File: config.mk
export PLATFORM = sky130hd
export DESIGN_NAME = sync_fifo_flat
export DESIGN_NICKNAME = d
export VERILOG_FILES = /design/src/rtl/sync_fifo_pkg.sv /design/src/rtl/sync_fifo_if.sv /design/src/rtl/sync_fifo_ram.sv /design/src/rtl/sync_fifo.sv /design/src/flat_wrapper.sv
export SDC_FILE = /design/constraint.sdc
export NUM_CORES = 1
export LEC_CHECK = 0
export ABC_AREA = 0
export CAP_MARGIN = 15
export CELL_PAD_IN_SITES_DETAIL_PLACEMENT = 1
export CELL_PAD_IN_SITES_GLOBAL_PLACEMENT = 1
export CORE_MARGIN = 2
export CORE_UTILIZATION = 52
export DETAILED_ROUTE_END_ITERATION = 8
export PLACE_DENSITY = 0.77
export SLEW_MARGIN = 20
export SYNTH_ARGS = -nofsm -noshare
export SYNTH_HDL_FRONTEND = slang
export SYNTH_SLANG_ARGS = --single-unit
File: constraint.sdc
create_clock -name clk -period 3.1 [get_ports clk]
set_input_delay 0.465 -clock clk [delete_from_list [all_inputs] [get_ports clk]]
set_output_delay 0.465 -clock clk [all_outputs]
set_load 0.05 [all_outputs]
File: src/rtl/sync_fifo_pkg.sv
// Shared types for the synchronous FIFO: the occupancy flag bundle decoded from the count.
package sync_fifo_pkg;

    typedef struct packed {
        logic data_present;
        logic half_full;
        logic full;
    } fifo_flags_t;

endpackage

File: src/rtl/sync_fifo_if.sv
// Producer/consumer handshake of the synchronous FIFO; master drives strobes, slave is the FIFO.
interface sync_fifo_if #(
    parameter int WIDTH = 8
);
    logic             write;
    logic             read;
    logic [WIDTH-1:0] dataIn;
    logic [WIDTH-1:0] dataOut;
    logic             dataPresent;
    logic             halfFull;
    logic             full;

    modport master (
        output write, read, dataIn,
        input  dataOut, dataPresent, halfFull, full
    );

    modport slave (
        input  write, read, dataIn,
        output dataOut, dataPresent, halfFull, full
    );
endinterface

File: src/rtl/sync_fifo_ram.sv
// DEPTH x WIDTH storage: synchronous write port, combinational read port.
module sync_fifo_ram #(
    parameter int WIDTH      = 8,
    parameter int LOG2_DEPTH = 4
) (
    input  logic                  clk,
    input  logic                  we,
    input  logic [LOG2_DEPTH-1:0] waddr,
    input  logic [WIDTH-1:0]      wdata,
    input  logic [LOG2_DEPTH-1:0] raddr,
    output logic [WIDTH-1:0]      rdata
);
    localparam int DEPTH = 1 << LOG2_DEPTH;

    logic [WIDTH-1:0] mem [DEPTH];

    // NOTE: storage has no reset; validity is tracked by the pointers and count,
    // so clearing the array would only cost a reset fan-out to every bit.
    always_ff @(posedge clk) begin
        if (we) begin
            mem[waddr] <= wdata;
        end
    end

    assign rdata = mem[raddr];
endmodule

File: src/rtl/sync_fifo.sv
// First-word-fall-through single-clock FIFO with data-present, half-full and full flags.
module sync_fifo
    import sync_fifo_pkg::*;
#(
    parameter int WIDTH      = 8,
    parameter int LOG2_DEPTH = 4
) (
    input  logic        clk,
    input  logic        rst,
    sync_fifo_if.slave  bus
);
    localparam logic [LOG2_DEPTH:0] DEPTH_C = {1'b1, {LOG2_DEPTH{1'b0}}};

    logic [LOG2_DEPTH-1:0] wr_ptr;
    logic [LOG2_DEPTH-1:0] rd_ptr;
    logic [LOG2_DEPTH:0]   count;
    logic                  wr_ok;
    logic                  rd_ok;
    fifo_flags_t           flags;

    // Half full means count >= DEPTH/2, i.e. either of the top two count bits set.
    always_comb begin
        flags              = '0;
        flags.data_present = (count != '0);
        flags.half_full    = |count[LOG2_DEPTH -: 2];
        flags.full         = (count == DEPTH_C);
    end

    // A write into a full FIFO still lands when a read frees a slot in the same cycle.
    assign rd_ok = bus.read && flags.data_present;
    assign wr_ok = bus.write && (!flags.full || rd_ok);

    // NOTE: sequential state uses non-blocking assignments so every register
    // samples the pre-edge values of the others.
    always_ff @(posedge clk) begin
        if (rst) begin
            wr_ptr <= '0;
            rd_ptr <= '0;
            count  <= '0;
        end else begin
            if (wr_ok) begin
                wr_ptr <= wr_ptr + 1'b1;
            end
            if (rd_ok) begin
                rd_ptr <= rd_ptr + 1'b1;
            end
            case ({wr_ok, rd_ok})
                2'b10:   count <= count + 1'b1;
                2'b01:   count <= count - 1'b1;
                default: count <= count;
            endcase
        end
    end

    sync_fifo_ram #(
        .WIDTH      (WIDTH),
        .LOG2_DEPTH (LOG2_DEPTH)
    ) u_ram (
        .clk   (clk),
        .we    (wr_ok),
        .waddr (wr_ptr),
        .wdata (bus.dataIn),
        .raddr (rd_ptr),
        .rdata (bus.dataOut)
    );

    assign bus.dataPresent = flags.data_present;
    assign bus.halfFull    = flags.half_full;
    assign bus.full        = flags.full;
endmodule

File: src/flat_wrapper.sv
// flat-port wrapper written by rule: the top's interface ports become plain ports
module sync_fifo_flat import sync_fifo_pkg::*;
#(
    parameter int WIDTH      = 8,
    parameter int LOG2_DEPTH = 4
)
  (clk, rst, bus_write, bus_read, bus_dataIn, bus_dataOut, bus_dataPresent, bus_halfFull, bus_full);
  sync_fifo_if #(.WIDTH(WIDTH)) bus_i ();
  input  logic clk;
  input  logic rst;
  input wire logic [$bits(bus_i.write)-1:0] bus_write;
  input wire logic [$bits(bus_i.read)-1:0] bus_read;
  input wire logic [$bits(bus_i.dataIn)-1:0] bus_dataIn;
  output wire logic [$bits(bus_i.dataOut)-1:0] bus_dataOut;
  output wire logic [$bits(bus_i.dataPresent)-1:0] bus_dataPresent;
  output wire logic [$bits(bus_i.halfFull)-1:0] bus_halfFull;
  output wire logic [$bits(bus_i.full)-1:0] bus_full;
  assign bus_i.write = bus_write;
  assign bus_i.read = bus_read;
  assign bus_i.dataIn = bus_dataIn;
  assign bus_dataOut = bus_i.dataOut;
  assign bus_dataPresent = bus_i.dataPresent;
  assign bus_halfFull = bus_i.halfFull;
  assign bus_full = bus_i.full;
  sync_fifo #(.WIDTH(WIDTH), .LOG2_DEPTH(LOG2_DEPTH)) u_core (.clk(clk), .rst(rst), .bus(bus_i));
endmodule
==> flow_metrics.env, run 1 <==
export IMPL_status="finished, final reports clean"
export IMPL_fin_crit_ns=2.89
export IMPL_drtIter0Drc=190
export IMPL_grt_pass1_vias=3203
export IMPL_synth_edf_count=128
export IMPL_power_leakage_uw=0.00226
export IMPL_power_switching_uw=1630
export IMPL_timing_hold_ws_ns=0.561
export IMPL_worstPathArrival_ns=2.42
export IMPL_power_internal_uw=4010
export IMPL_critPathKind="flip-flop to output port"
export IMPL_slowest_delay_ns=0.80
export IMPL_end_kind="output port"
export IMPL_clkSlewWorstSetupHoldPaths_ns=0.06
export IMPL_drive_gt1_share_pct=20.7
export IMPL_synth_area_per_cell_um2=18.5
export IMPL_r2r_cells=7
export IMPL_synth_seq_cells=145
export IMPL_ant_nets=0
export IMPL_gp_congestion=0.741
export IMPL_track_usage_pct=22.0
export IMPL_tritoncts="yes"
export IMPL_initial_core_util_pct=53.7
export IMPL_cts_resized=0
export IMPL_cp_max_fo=7
export IMPL_ctsHoldBuffers=0
export IMPL_worst_endpoint_required_ns=2.63
export IMPL_hold_viol_final=0
export IMPL_syn_inst=315
export IMPL_htreeDepth=4
export IMPL_avgViaCountPerCell=5.95
export IMPL_areaGrowthSynthToFinish_pct=15.9
export IMPL_cts_setup_buffers=0
export IMPL_synth_ff_type="edfxtp_1"
export IMPL_nNetsFinal=365
export IMPL_worstPathCellList="nor4_1 > nand2_1 > inv_1 > clkdlybuf4s50_1"
export IMPL_tns_ns=0
export IMPL_core_area_um2=10900
export IMPL_dp_hpwl_um=7600
export IMPL_synth_seq_area_share_pct=71.6
export IMPL_worst_hold_path_num_cells=2
export IMPL_routed_wl_um=11800
export IMPL_die_h_um=110
export IMPL_maxCapViolCount=0
export IMPL_grt_start_max_net_pins=33
export IMPL_synth_nets=336
export IMPL_setup_viol=0
export IMPL_path_delay_family="buffers and inverters"
export IMPL_vias=2958
export IMPL_place_port_buffers=22
export IMPL_clock_sinks=145
export IMPL_min_period_over_period_pct=93.1
export IMPL_rsz0062_at_grt="false"
export IMPL_cts_buffers=17
export IMPL_grt_pass1_wl_um=18500
export IMPL_path_buf_inv=2
export IMPL_drv_slew=0
export IMPL_ios=23
export IMPL_irDropWorstVdd_v=0.000552
export IMPL_tightest_slew_ns=0.777
export IMPL_wl_per_cell_um=23.8
export IMPL_cp_start_kind="flip-flop"
export IMPL_antenna_found_initial=0
export IMPL_p_clk_share_pct=34.6
export IMPL_pwr_share_comb_pct=24.8
export IMPL_swShare_pct=28.9
export IMPL_path_depth=4
export IMPL_drt_pass1_iter_count=4
export IMPL_n_antenna_cell=0
export IMPL_drc=0
export IMPL_grt_overflow_total=0
export IMPL_fmax_ghz=0.346
export IMPL_async_reset_ff_share_pct=0
export IMPL_rows=38
export IMPL_root_buffer="clkbuf_8"
export IMPL_yosysWarnings=0
export IMPL_syn_area_um2=5840
export IMPL_finalClockSkew_ns=0.0137
export IMPL_crit_slowest_cell="clkdlybuf4s50_1"
export IMPL_insertion_delay_ns=0.52
export IMPL_power_density_nw_per_um2=832
export IMPL_dieArea_um2=12100
export IMPL_seq_power_share_pct=40.6
export IMPL_clock_path_buffers=2
export IMPL_synth_distinct_cells=41
export IMPL_die_w_um=110
export IMPL_max_slew_margin_pct=48.1
export IMPL_hp_class="flip-flop to flip-flop"
-- metal layers --
| metal | part of all wire, % | global-route usage (%) | routed length (um) | up-vias |
|---|---|---|---|---|
| li1 | - | - | - | 1325 |
| met1 | 40 | 27.5 | 4760 | 1535 |
| met2 | 53 | 37.2 | 6210 | 76 |
| met3 | 4.7 | 4.35 | 551 | 22 |
| met4 | 2.6 | 10.3 | 303 | 0 |
| met5 | 0 | 0 | 0 | - |
-- Yosys cell counts (4+ instances only) --
library cell,count,share of area [%]
mux2i_1,4,0.69
buf_2,4,0.34
and4_1,4,0.60
nor2b_1,4,0.43
mux4_2,32,12
nand2b_1,4,0.43
and2_1,14,1.5
ha_1,8,1.7
xor2_1,5,0.75
inv_1,5,0.32
nand2_1,10,0.64
nor2_1,16,1.0
dfxtp_1,17,5.8
a22oi_1,16,2.1
clkbuf_1,7,0.45
edfxtp_1,128,66
o211ai_1,4,0.51
-- area by class of cell --
| type | instances | area [um^2] |
|---|---|---|
| flip-flops and latches | 145 | 4190 |
| repair buffers | 24 | 228 |
| fillers | 939 | 4120 |
| multi-input cells | 151 | 1580 |
| clock buffers | 25 | 508 |
| clock inverters | 7 | 72.6 |
| well taps | 140 | 175 |
| inverters | 5 | 18.8 |
-- sequential cells by signal, indices dropped and copies added, names as in the netlist, named ones only --
name              flops
u_core.u_ram.mem    128
u_core.count          5
u_core.rd_ptr         4
u_core.wr_ptr         4
-- cell usage in the layout, fill, tap and decap left out, types with 2 or more instances in the layout --
cell and instances:
clkdlybuf4s50_1 14, buf_4 9, a22oi_1 16, mux2i_1 4, nor3b_1 2, clkbuf_16 19, xnor2_1 2, clkinv_4 3
mux2_1 2, a211oi_1 2, nor2b_1 4, and3_1 2, clkinv_2 2, edfxtp_1 128, and2_1 14, nand2_1 10
and4_1 4, ha_1 8, nor2_1 16, o21ai_1 2, mux4_2 32, inv_1 5, xor2_1 5, o211ai_1 4
o21bai_1 2, dfxtp_1 16, nand2b_1 4, clkbuf_1 5
-- kinds of logic after synthesis --
family | Yosys count | synth area share (%)
simple gates | 63 | 5.89
xor+xnor | 7 | 1.05
mux | 38 | 13.4
buf+inv | 19 | 1.31
flops | 145 | 71.6
fa+ha+maj | 9 | 2.06
compound gates | 34 | 4.67
-- power groups by stage --
stage / Combinational, uW / Sequential [uW] / Clock [uW]
finish: 1400 / 2290 / 1950
global route: 1510 / 2300 / 2060
CTS: 1430 / 2290 / 1980
detailed placement: 1420 / 2330 / 0
global placement: 1390 / 2320 / 0
floorplan: 1060 / 2300 / 0
-- tightest hold or removal path, stage by stage (launching register included) --
cell and delay [ns]:
dfxtp_1 0.35, nand2b_1 0.09, mux2i_1 0.07
-- worst paths after layout --
path                                      start               to  slack (ns)
worst max-delay path            u_core.count[0]         bus_full        0.21
worst min-delay path            u_core.count[3]  u_core.count[3]        0.56
worst max register to register  u_core.count[0]  u_core.count[4]        0.43
worst min register to register  u_core.count[3]  u_core.count[3]        0.56
-- stage by stage --
| step | total power (uW) | utilization, % | std cells | area [um^2] | setup slack, ns |
|---|---|---|---|---|---|
| 6_report | 5640 | 62.2 | 497 | 6770 | 0.213 |
| 3_3_place_gp | 3720 | 56.8 | 465 | 6190 | 0.464 |
| 5_1_grt | 5870 | 62.2 | 497 | 6770 | 0.0189 |
| 3_5_place_dp | 3750 | 56.8 | 465 | 6190 | 0.410 |
| 2_1_floorplan | 3360 | - | 315 | 5840 | 0.707 |
| 4_1_cts | 5690 | 62.2 | 497 | 6770 | 0.132 |
No activity file was read; power rests on OpenSTA's default activity.
==> inputs of run 2 (changes only) <==
SLEW_MARGIN = 30   (was 20)
==> results of run 2 <==
The final DEF is identical to that of run 1; final timing and power are the same.
